`config.mk`:
```
export PLATFORM = sky130hd
export DESIGN_NAME = tx_framer_flat
export DESIGN_NICKNAME = d
export VERILOG_FILES = /design/src/rtl/tx_framer_pkg.sv /design/src/rtl/tx_framer_if.sv /design/src/rtl/tx_framer_crc32.sv /design/src/rtl/tx_framer.sv /design/src/flat_wrapper.sv
export SDC_FILE = /design/constraint.sdc
export NUM_CORES = 1
export LEC_CHECK = 0
export BUFFER_PORTS_ARGS = -buffer_cell sky130_fd_sc_hd__buf_2
export CORE_MARGIN = 2
export CORE_UTILIZATION = 40
export DETAILED_ROUTE_END_ITERATION = 10
export PLACE_DENSITY = 0.76
export SLEW_MARGIN = 30
export SYNTH_ARGS = -nofsm -noshare
export SYNTH_HDL_FRONTEND = slang
export SYNTH_HIERARCHICAL = 1
export SYNTH_SLANG_ARGS = --single-unit
```
`constraint.sdc`:
```
create_clock -name i_aclk -period 2.6 [get_ports i_aclk]
set_clock_uncertainty 0.2 [all_clocks]
set_input_delay 0.13 -clock i_aclk [delete_from_list [all_inputs] [get_ports i_aclk]]
set_output_delay 0.13 -clock i_aclk [all_outputs]
set_load 0.05 [all_outputs]
```
`src/rtl/tx_framer_pkg.sv`:
```
// Shared types and constants for the TX framer: state encodings, CRC-32 constants, header layout.
// TX_FRAMER_CRC_EN adds the CRC trailer state.
package tx_framer_pkg;

  typedef logic [2:0] state_t;

  localparam state_t ST_IDLE    = 3'd0;
  localparam state_t ST_HEADER  = 3'd1;
  localparam state_t ST_PAYLOAD = 3'd2;
  localparam state_t ST_PAD     = 3'd3;
`ifdef TX_FRAMER_CRC_EN
  localparam state_t ST_CRC     = 3'd4;
`endif

  localparam logic [31:0] CRC32_POLY = 32'h04C11DB7;
  localparam logic [31:0] CRC32_INIT = 32'hFFFFFFFF;

  localparam int HDR_SYNC_LSB = 16;
  localparam int HDR_SEQ_LSB  = 8;
  localparam int HDR_LEN_LSB  = 0;

  function automatic logic [31:0] make_header(input logic [15:0] sync,
                                              input logic [7:0]  seq,
                                              input logic [7:0]  len);
    logic [31:0] h;
    h = '0;
    h[HDR_SYNC_LSB +: 16] = sync;
    h[HDR_SEQ_LSB  +: 8]  = seq;
    h[HDR_LEN_LSB  +: 8]  = len;
    return h;
  endfunction

endpackage

```
`src/rtl/tx_framer_if.sv`:
```
// AXI-Stream style handshake bundle with a start-of-frame sideband, used on both framer sides.
interface tx_framer_if;
  logic        tvalid;
  logic        tready;
  logic [31:0] tdata;
  logic        tlast;
  logic        sof;

  modport master (output tvalid, output tdata, output tlast, output sof, input tready);
  modport slave  (input tvalid, input tdata, input tlast, input sof, output tready);
endinterface

```
`src/rtl/tx_framer_crc32.sv`:
```
// Combinational CRC-32/BZIP2 step: folds one 32-bit word, MSB first, into the running CRC.
import tx_framer_pkg::*;

module crc32_word (
  input  logic [31:0] i_crc,
  input  logic [31:0] i_data,
  output logic [31:0] o_crc
);

  logic [31:0] w_c;
  logic        w_fb;

  always_comb begin
    w_c  = i_crc;
    w_fb = 1'b0;
    for (int i = 31; i >= 0; i--) begin
      w_fb = w_c[31] ^ i_data[i];
      w_c  = {w_c[30:0], 1'b0} ^ (w_fb ? CRC32_POLY : 32'h0);
    end
    o_crc = w_c;
  end

endmodule

```
`src/rtl/tx_framer.sv`:
```
// Fixed-length frame builder: header word, payload (zero-padded if enable drops), optional CRC trailer.
// Build with TX_FRAMER_CRC_EN defined to append the CRC-32 trailer word.
import tx_framer_pkg::*;

// state   | meaning
// IDLE    | waiting for i_enable; loads the header when the output register is free
// HEADER  | header held in the output register until taken downstream
// PAYLOAD | forwarding upstream words into the frame
// PAD     | enable dropped early; filling the rest of the payload with zeros
// CRC     | emitting the inverted CRC as the tlast word (TX_FRAMER_CRC_EN only)
module tx_framer #(
  parameter int          C_PAYLOAD_WORDS = 16,
  parameter logic [15:0] C_SYNC_WORD     = 16'hC20A
) (
  input  logic               i_aclk,
  input  logic               i_aresetn,
  input  logic               i_enable,
  tx_framer_if.slave         s_axis,
  tx_framer_if.master        m_axis,
  output logic [7:0]         o_seq,
  output logic               o_busy,
  output logic               o_sof_error
);

  localparam logic [7:0] C_LEN  = 8'(C_PAYLOAD_WORDS);
  localparam logic [7:0] C_LAST = 8'(C_PAYLOAD_WORDS - 1);

  state_t      r_state;
  logic [7:0]  r_seq;
  logic [7:0]  r_cnt;
  logic [31:0] r_tdata;
  logic        r_tvalid;
  logic        r_tlast;
  logic        r_sof_error;

  logic        w_adv;
  logic        w_s_ready;
  logic        w_s_xfer;
  logic        w_load_word;
  logic        w_last_word;
  logic [31:0] w_word_data;

  assign w_adv       = !r_tvalid || m_axis.tready;
  assign w_s_ready   = (r_state == ST_PAYLOAD) && i_enable && w_adv;
  assign w_s_xfer    = w_s_ready && s_axis.tvalid;
  assign w_load_word = w_s_xfer || ((r_state == ST_PAD) && w_adv);
  assign w_last_word = (r_cnt == C_LAST);
  assign w_word_data = (r_state == ST_PAD) ? 32'h0 : s_axis.tdata;

`ifdef TX_FRAMER_CRC_EN
  logic [31:0] r_crc;
  logic [31:0] w_crc_next;

  crc32_word u_crc (
    .i_crc  (r_crc),
    .i_data (w_word_data),
    .o_crc  (w_crc_next)
  );
`endif

  always_ff @(posedge i_aclk or negedge i_aresetn) begin
    if (!i_aresetn) begin
      r_state     <= ST_IDLE;
      r_seq       <= 8'h0;
      r_cnt       <= 8'h0;
      r_tdata     <= 32'h0;
      r_tvalid    <= 1'b0;
      r_tlast     <= 1'b0;
      r_sof_error <= 1'b0;
`ifdef TX_FRAMER_CRC_EN
      r_crc       <= CRC32_INIT;
`endif
    end else begin
      // sof is only legal on the first payload word; later ones are still passed as data
      r_sof_error <= w_s_xfer && s_axis.sof && (r_cnt != 8'h0);
      if (w_load_word) begin
        r_tdata  <= w_word_data;
        r_tvalid <= 1'b1;
`ifdef TX_FRAMER_CRC_EN
        r_tlast  <= 1'b0;
        r_crc    <= w_crc_next;
        r_cnt    <= r_cnt + 8'd1;
        if (w_last_word) r_state <= ST_CRC;
`else
        r_tlast  <= w_last_word;
        if (w_last_word) begin
          r_cnt   <= 8'h0;
          r_seq   <= r_seq + 8'd1;
          r_state <= ST_IDLE;
        end else begin
          r_cnt   <= r_cnt + 8'd1;
        end
`endif
      end else begin
        case (r_state)
          ST_IDLE: begin
            if (w_adv) begin
              if (i_enable) begin
                r_tdata  <= make_header(C_SYNC_WORD, r_seq, C_LEN);
                r_tvalid <= 1'b1;
                r_tlast  <= 1'b0;
                r_state  <= ST_HEADER;
              end else begin
                r_tvalid <= 1'b0;
              end
            end
          end
          ST_HEADER: begin
            if (w_adv) begin
              r_tvalid <= 1'b0;
              r_state  <= ST_PAYLOAD;
            end
          end
          ST_PAYLOAD: begin
            if (w_adv) begin
              r_tvalid <= 1'b0;
              if (!i_enable) r_state <= ST_PAD;
            end
          end
          ST_PAD: begin
          end
`ifdef TX_FRAMER_CRC_EN
          ST_CRC: begin
            if (w_adv) begin
              r_tdata  <= ~r_crc;
              r_tvalid <= 1'b1;
              r_tlast  <= 1'b1;
              r_seq    <= r_seq + 8'd1;
              r_crc    <= CRC32_INIT;
              r_cnt    <= 8'h0;
              r_state  <= ST_IDLE;
            end
          end
`endif
          default: r_state <= ST_IDLE;
        endcase
      end
    end
  end

  assign s_axis.tready = w_s_ready;
  assign m_axis.tvalid = r_tvalid;
  assign m_axis.tdata  = r_tdata;
  assign m_axis.tlast  = r_tlast;
  assign m_axis.sof    = 1'b0;
  assign o_seq         = r_seq;
  assign o_busy        = (r_state != ST_IDLE);
  assign o_sof_error   = r_sof_error;

endmodule

```
`src/flat_wrapper.sv`:
```
// flat-port wrapper written by rule: the top's interface ports become plain ports
module tx_framer_flat 
#(
  parameter int          C_PAYLOAD_WORDS = 16,
  parameter logic [15:0] C_SYNC_WORD     = 16'hC20A
)
  (i_aclk, i_aresetn, i_enable, o_seq, o_busy, o_sof_error, s_axis_tvalid, s_axis_tdata, s_axis_tlast, s_axis_sof, s_axis_tready, m_axis_tvalid, m_axis_tdata, m_axis_tlast, m_axis_sof, m_axis_tready);
  tx_framer_if s_axis_i ();
  tx_framer_if m_axis_i ();
  input  logic i_aclk;
  input  logic i_aresetn;
  input  logic i_enable;
  output logic [7:0] o_seq;
  output logic o_busy;
  output logic o_sof_error;
  input wire logic [$bits(s_axis_i.tvalid)-1:0] s_axis_tvalid;
  input wire logic [$bits(s_axis_i.tdata)-1:0] s_axis_tdata;
  input wire logic [$bits(s_axis_i.tlast)-1:0] s_axis_tlast;
  input wire logic [$bits(s_axis_i.sof)-1:0] s_axis_sof;
  output wire logic [$bits(s_axis_i.tready)-1:0] s_axis_tready;
  output wire logic [$bits(m_axis_i.tvalid)-1:0] m_axis_tvalid;
  output wire logic [$bits(m_axis_i.tdata)-1:0] m_axis_tdata;
  output wire logic [$bits(m_axis_i.tlast)-1:0] m_axis_tlast;
  output wire logic [$bits(m_axis_i.sof)-1:0] m_axis_sof;
  input wire logic [$bits(m_axis_i.tready)-1:0] m_axis_tready;
  assign s_axis_i.tvalid = s_axis_tvalid;
  assign s_axis_i.tdata = s_axis_tdata;
  assign s_axis_i.tlast = s_axis_tlast;
  assign s_axis_i.sof = s_axis_sof;
  assign s_axis_tready = s_axis_i.tready;
  assign m_axis_tvalid = m_axis_i.tvalid;
  assign m_axis_tdata = m_axis_i.tdata;
  assign m_axis_tlast = m_axis_i.tlast;
  assign m_axis_sof = m_axis_i.sof;
  assign m_axis_i.tready = m_axis_tready;
  tx_framer #(.C_PAYLOAD_WORDS(C_PAYLOAD_WORDS), .C_SYNC_WORD(C_SYNC_WORD)) u_core (.i_aclk(i_aclk), .i_aresetn(i_aresetn), .i_enable(i_enable), .s_axis(s_axis_i), .m_axis(m_axis_i), .o_seq(o_seq), .o_busy(o_busy), .o_sof_error(o_sof_error));
endmodule
```
== Yosys cells after proc, flatten, opt, wreduce, memory -nomap -nowiden ==
Index checks and enable logic that the tools add are counted.

* $add $sub $neg: 2
* Equal/unequal tests: 12
* Mux-type cells: 23
* Reduce and logical (&&, ||, !) cells: 21

{| class="wikitable"
|+ Operator list
! kind !! number
|-
| $mux 32 || 5
|-
| $mux 3 || 7
|-
| $add 8x1->8 const B || 2
|-
| $ne 3x1->1 const B || 4
|-
| $pmux 3 s4 || 1
|-
| $eq 8x4->1 const B || 1
|-
| $mux 1 || 8
|-
| $mux 8 || 1
|-
| $reduce_bool 8->1 || 1
|-
| $reduce_and 7->1 || 1
|-
| $eq 3x2->1 const B || 2
|-
| $logic_and 1x1->1 || 6
|-
| $ne 3x2->1 const B || 2
|-
| $reduce_and 3->1 || 2
|-
| $reduce_bool 2->1 || 3
|-
| $reduce_bool 3->1 || 2
|-
| $eq 3x1->1 const B || 1
|-
| $logic_not 3->1 || 1
|-
| $logic_or 1x1->1 || 2
|-
| $ne 2x1->1 const B || 1
|-
| $ne 2x2->1 const B || 1
|-
| $pmux 1 s2 || 1
|-
| $reduce_and 2->1 || 1
|-
| $reduce_or 2->1 || 1
|-
| $logic_not 1->1 || 1
|}

* Flip-flop bits (word level): 54
* Bits of input ports: 39
* Output and inout port bits: 46

== Longest topological paths before layout ==
* Depth after elaboration: 7
* Gate-level depth with buffers: 8
* Mapped depth without buffers: 7

== Least setup slack after synthesis ==
No wires, ideal clock.

* Path kind: reg-to-reg
* Start: register u_core.r_tvalid, in the netlist u_core/m_axis.tvalid
* End: register u_core.r_seq[5], in the netlist u_core/o_seq[5]
* Library setup time: 142 ps
* Arrival: 2113 ps
* Data required time: 2258 ps
* Setup slack: 145 ps
* Cell stages (with the launch flop): 7
* Buffers on the path: 1
* Cell sequence: dfrtp_1 -> and2b_2 -> clkdlybuf4s15_1 -> nor4_4 -> and4_4 -> nand3_2 -> xnor2_1

* Cells in the longest elaborated chain, start to end: 6
* Elaborated cells between the ends (all ways): 7
* Classes of those cells: reduce/logical: 7

{| class="wikitable"
|+ RTL lines
! element !! line !! RTL
|-
| from (decl) || tx_framer.sv:32 || <nowiki>logic r_tvalid;</nowiki>
|-
| from (signal assigned) || tx_framer.sv:67 || <nowiki>r_tvalid <= 1'b0;</nowiki>
|-
| from (signal assigned) || tx_framer.sv:78 || <nowiki>r_tvalid <= 1'b1;</nowiki>
|-
| from (signal assigned) || tx_framer.sv:100 || <nowiki>r_tvalid <= 1'b1;</nowiki>
|-
| $logic_not 1->1 (*) || tx_framer.sv:43 || <nowiki>assign w_adv = !r_tvalid || m_axis.tready;</nowiki>
|-
| $logic_or 1x1->1 (*) || tx_framer.sv:43 ||
|-
| $logic_and 1x1->1 || tx_framer.sv:44 || <nowiki>assign w_s_ready = (r_state == ST_PAYLOAD) && i_enable && w_adv;</nowiki>
|-
| $logic_and 1x1->1 || tx_framer.sv:45 || <nowiki>assign w_s_xfer = w_s_ready && s_axis.tvalid;</nowiki>
|-
| $logic_or 1x1->1 (*) || tx_framer.sv:46 || <nowiki>assign w_load_word = w_s_xfer || ((r_state == ST_PAD) && w_adv);</nowiki>
|-
| $reduce_and 2->1 (no source line) (*) || - ||
|-
| to (signal assigned) || tx_framer.sv:88 || <nowiki>r_seq <= r_seq + 8'd1;</nowiki>
|-
| to (decl) || tx_framer.sv:29 || <nowiki>logic [7:0] r_seq;</nowiki>
|}

Mark *: on every way between the ends. The rest lies on a longest branch, timed or not.
A chain may end at the register's enable or synchronous reset.

== Worst setup path after layout ==
* Start: register u_core.r_state[1]
* End: register u_core.r_cnt[3]

* Cells in the longest elaborated chain, start to end: 5
* Elaborated cells between the ends (all ways): 7
* Classes of those cells: eq/ne: 2; reduce/logical: 5

{| class="wikitable"
|+ RTL lines
! element !! line !! RTL
|-
| from (decl) || tx_framer.sv:28 || <nowiki>state_t r_state;</nowiki>
|-
| from (signal assigned) || tx_framer.sv:63 || <nowiki>r_state <= ST_IDLE;</nowiki>
|-
| from (signal assigned) || tx_framer.sv:89 || <nowiki>r_state <= ST_IDLE;</nowiki>
|-
| from (signal assigned) || tx_framer.sv:102 || <nowiki>r_state <= ST_HEADER;</nowiki>
|-
| $eq 3x2->1 || tx_framer.sv:44 ||
|-
| $logic_and 1x1->1 (2 in a row) || tx_framer.sv:44 ||
|-
| $logic_and 1x1->1 || tx_framer.sv:45 ||
|-
| $logic_or 1x1->1 (*) || tx_framer.sv:46 ||
|-
| to (signal assigned) || tx_framer.sv:91 || <nowiki>r_cnt <= r_cnt + 8'd1;</nowiki>
|-
| to (decl) || tx_framer.sv:30 || <nowiki>logic [7:0] r_cnt;</nowiki>
|}

Marks and branches as above.

==> results.py <==
metrics = {
    "outcome": {
        "outcome": "complete, no violations",
    },
    "clock_tree": {
        "post_cts_buffers": 0,
        "root_buffer": "clkbuf_8",
        "clk_latency_ns": 0.30,
        "numCtsBuffers": 5,
        "cts_tree": "done",
        "clock_path_buffers": 2,
        "cts.sinks": 53,
        "clk_pin_slew_ns": 0.09,
        "h-tree-depth": 2,
    },
    "synth": {
        "syn_nets": 253,
        "syn-cell-area_mm2": 0.00234,
        "syn_avg_cell_area_um2": 11.3,
        "yosys_most_used_dff": "dfrtp_1",
        "syn_inst": 207,
        "synth_seq_cells": 53,
        "yosysWarnings": 6,
        "seq_area_frac_synth": 0.567,
        "synth_edf_count": 0,
        "synth_cell_types": 33,
        "async_flop_share": 1.00,
    },
    "layout": {
        "multi_input_comb_area_um2": 950,
        "regArea_mm2": 0.00133,
        "mostFrequentLayoutCells": "buf_2, dfrtp_1, dlygate4sd3_1",
        "diodes": 0,
        "n_fill_cell": 484,
        "final_net_count": 375,
        "final_cells": 402,
        "drive_above_1_share": 0.324,
        "final_common_cell": "buf_2",
        "area.growth.synth_to_final_pct": 41.6,
        "fin_area_mm2": 0.00331,
    },
    "worst_setup_path": {
        "cp.arrival_ns": 2.29,
        "crit_type": "flop to flop",
        "critPathLaunchType": "flop",
        "worstSetupStartpoint": "u_core/r_state[1]",
        "timing.rr.start": "u_core/r_state[1]",
        "cp.required_ns": 2.58,
        "worstSetupEndpointType": "flop",
        "crit_path_max_fanout": 10,
    },
    "timing": {
        "holdWs_ns": 0.147,
        "slew_headroom": 0.561,
        "slew_viol_final": 0,
        "setup_viol": 0,
        "fin_setup_tns_ns": 0,
        "period_share": 0.891,
        "fin_crit_ns": 2.32,
        "rsz0062_at_grt": "false",
        "hold_viol_final": 0,
        "worst_slack_ns": 0.282,
        "tightest_slew_ns": 0.656,
        "max_freq_mhz": 431,
    },
    "placement": {
        "place_area_mm2": 0.00287,
        "dpl.hpwl_um": 3940,
        "dpl_worst_slack_ns": 0.338,
        "portBuffers": 82,
        "routabilityCongestion": 0.839,
        "dp_cells": 358,
    },
    "drt": {
        "dr.first_iter.drc_count": 116,
        "vias": 2015,
        "drt_pass1_iterations": 4,
        "drt_wl_total_um": 5740,
        "wl_per_cell_um": 14.3,
        "antenna_left": 0,
        "drc_errors": 0,
        "viasPerCell": 5.01,
    },
    "global_route": {
        "antenna_found_initial": 0,
        "grt-ovfl-total": 0,
        "grt_use_total": 0.187,
        "grt_pass1_wl_um": 9480,
        "grt_max_degree": 31,
        "first_global_vias": 1981,
    },
    "floorplanning": {
        "rows": 27,
        "die_h_um": 80.5,
        "dieWidth_um": 80.5,
        "pin_count": 85,
        "initial_utilization": 0.420,
        "die_area_mm2": 0.00648,
        "coreArea_mm2": 0.00557,
    },
    "pwr": {
        "p_per_area_mw_per_mm2": 1140,
        "p_leak_nw": 1.70,
        "peakVddDrop_v": 0.000526,
    },
    "worst_hold_path": {
        "min_path_type": "input port to asynchronous set/reset pin",
    },
    "job": {
        "max_cap_violations": 0,
    },
}
## where the power goes
part / total [mW] / internal [mW] / leakage (nW) / switching, mW
clock network: 0.456 / 0.192 / 0.0456 / 0.264
registers: 1.25 / 1.09 / 0.687 / 0.163
logic: 2.08 / 0.617 / 0.972 / 1.46
total: 3.78 / 1.90 / 1.70 / 1.89
## cell type report
type                            count  area share
Sequential cell                    53       0.400
Multi-Input combinational cell    140       0.287
Tap cell                           72      0.0272
Timing Repair Buffer              124       0.254
Clock inverter                      2     0.00416
Clock buffer                        6      0.0219
Inverter                            5     0.00567
## critical path, stage by stage (launching register included)
cell and delay [ns]:
dfrtp_1 0.39, ha_1 0.42, a31oi_1 0.19, nor2_1 0.56
nand4_1 0.19, xor2_1 0.19, nor2_1 0.06
## cells in the mapped netlist, drive strengths merged, types with 2 or more instances
cell	count	area [um^2]
dfrtp	53	1330
nor2	31	116
a22o	18	158
nand2	11	41.3
a21oi	9	45.0
o21ai	9	45.0
a221oi	8	70.1
xnor2	8	70.1
ha	7	87.6
nand2b	7	43.8
clkbuf	6	22.5
inv	5	18.8
nand3	5	35.0
and3	4	26.3
nand4	4	25.0
xor2	4	35.0
nor4	3	33.8
buf	2	18.8
mux2	2	22.5
mux2i	2	20.0
## per-stage QoR
stage	utilization	power [mW]
2_1_floorplan	-	2.76
3_3_place_gp	0.514	3.24
3_5_place_dp	0.514	3.29
4_1_cts	0.594	3.82
5_1_grt	0.594	4.05
6_report	0.594	3.78
## cell families (layout without fill, tap and decap cells)
family	after synthesis	in the layout	synth area share
compound gates	47	47	0.146
flops	53	53	0.567
buf+inv	14	137	0.0299
fa+ha+maj	7	7	0.0374
mux	4	4	0.0182
other cells	1	1	0.00160
xor+xnor	12	12	0.0449
simple gates	69	69	0.155
## final timing paths
path	depth (start not counted)	slack, ns	to
max	6	0.28	u_core/r_cnt[3]
max in group asynchronous	3	1.26	u_core/r_cnt[6]
min reg2reg	1	0.29	u_core/m_axis.tlast
min in group i_aclk	4	0.18	u_core/o_sof_error
max reg2reg	6	0.28	u_core/r_cnt[3]
min	2	0.15	u_core/r_state[1]
## sequential cells by signal, summed over array words and instances (netlist names)
register and count:
u_core/r_cnt 8, u_core/m_axis.tvalid 1, u_core/o_seq 8, u_core/m_axis.tdata 32, u_core/o_sof_error 1, u_core/m_axis.tlast 1, u_core/r_state 2
## layer usage
layer	vias up	part of all wire	wire length [um]	GRT usage
li1	979	-	-	-
met1	973	0.44	2530	0.242
met2	57	0.49	2790	0.309
met3	6	0.061	350	0.0483
met4	0	0.012	68	0.0542
met5	-	0	0	0
## repair_timing
| action | in CTS | in global routing |
|---|---|---|
| hold buffers | 36 | 0 |
| hold endpoints to repair | 57 | 0 |
| gates resized for setup | 0 | 0 |
Note: power is estimated with default switching activity, not from simulation.
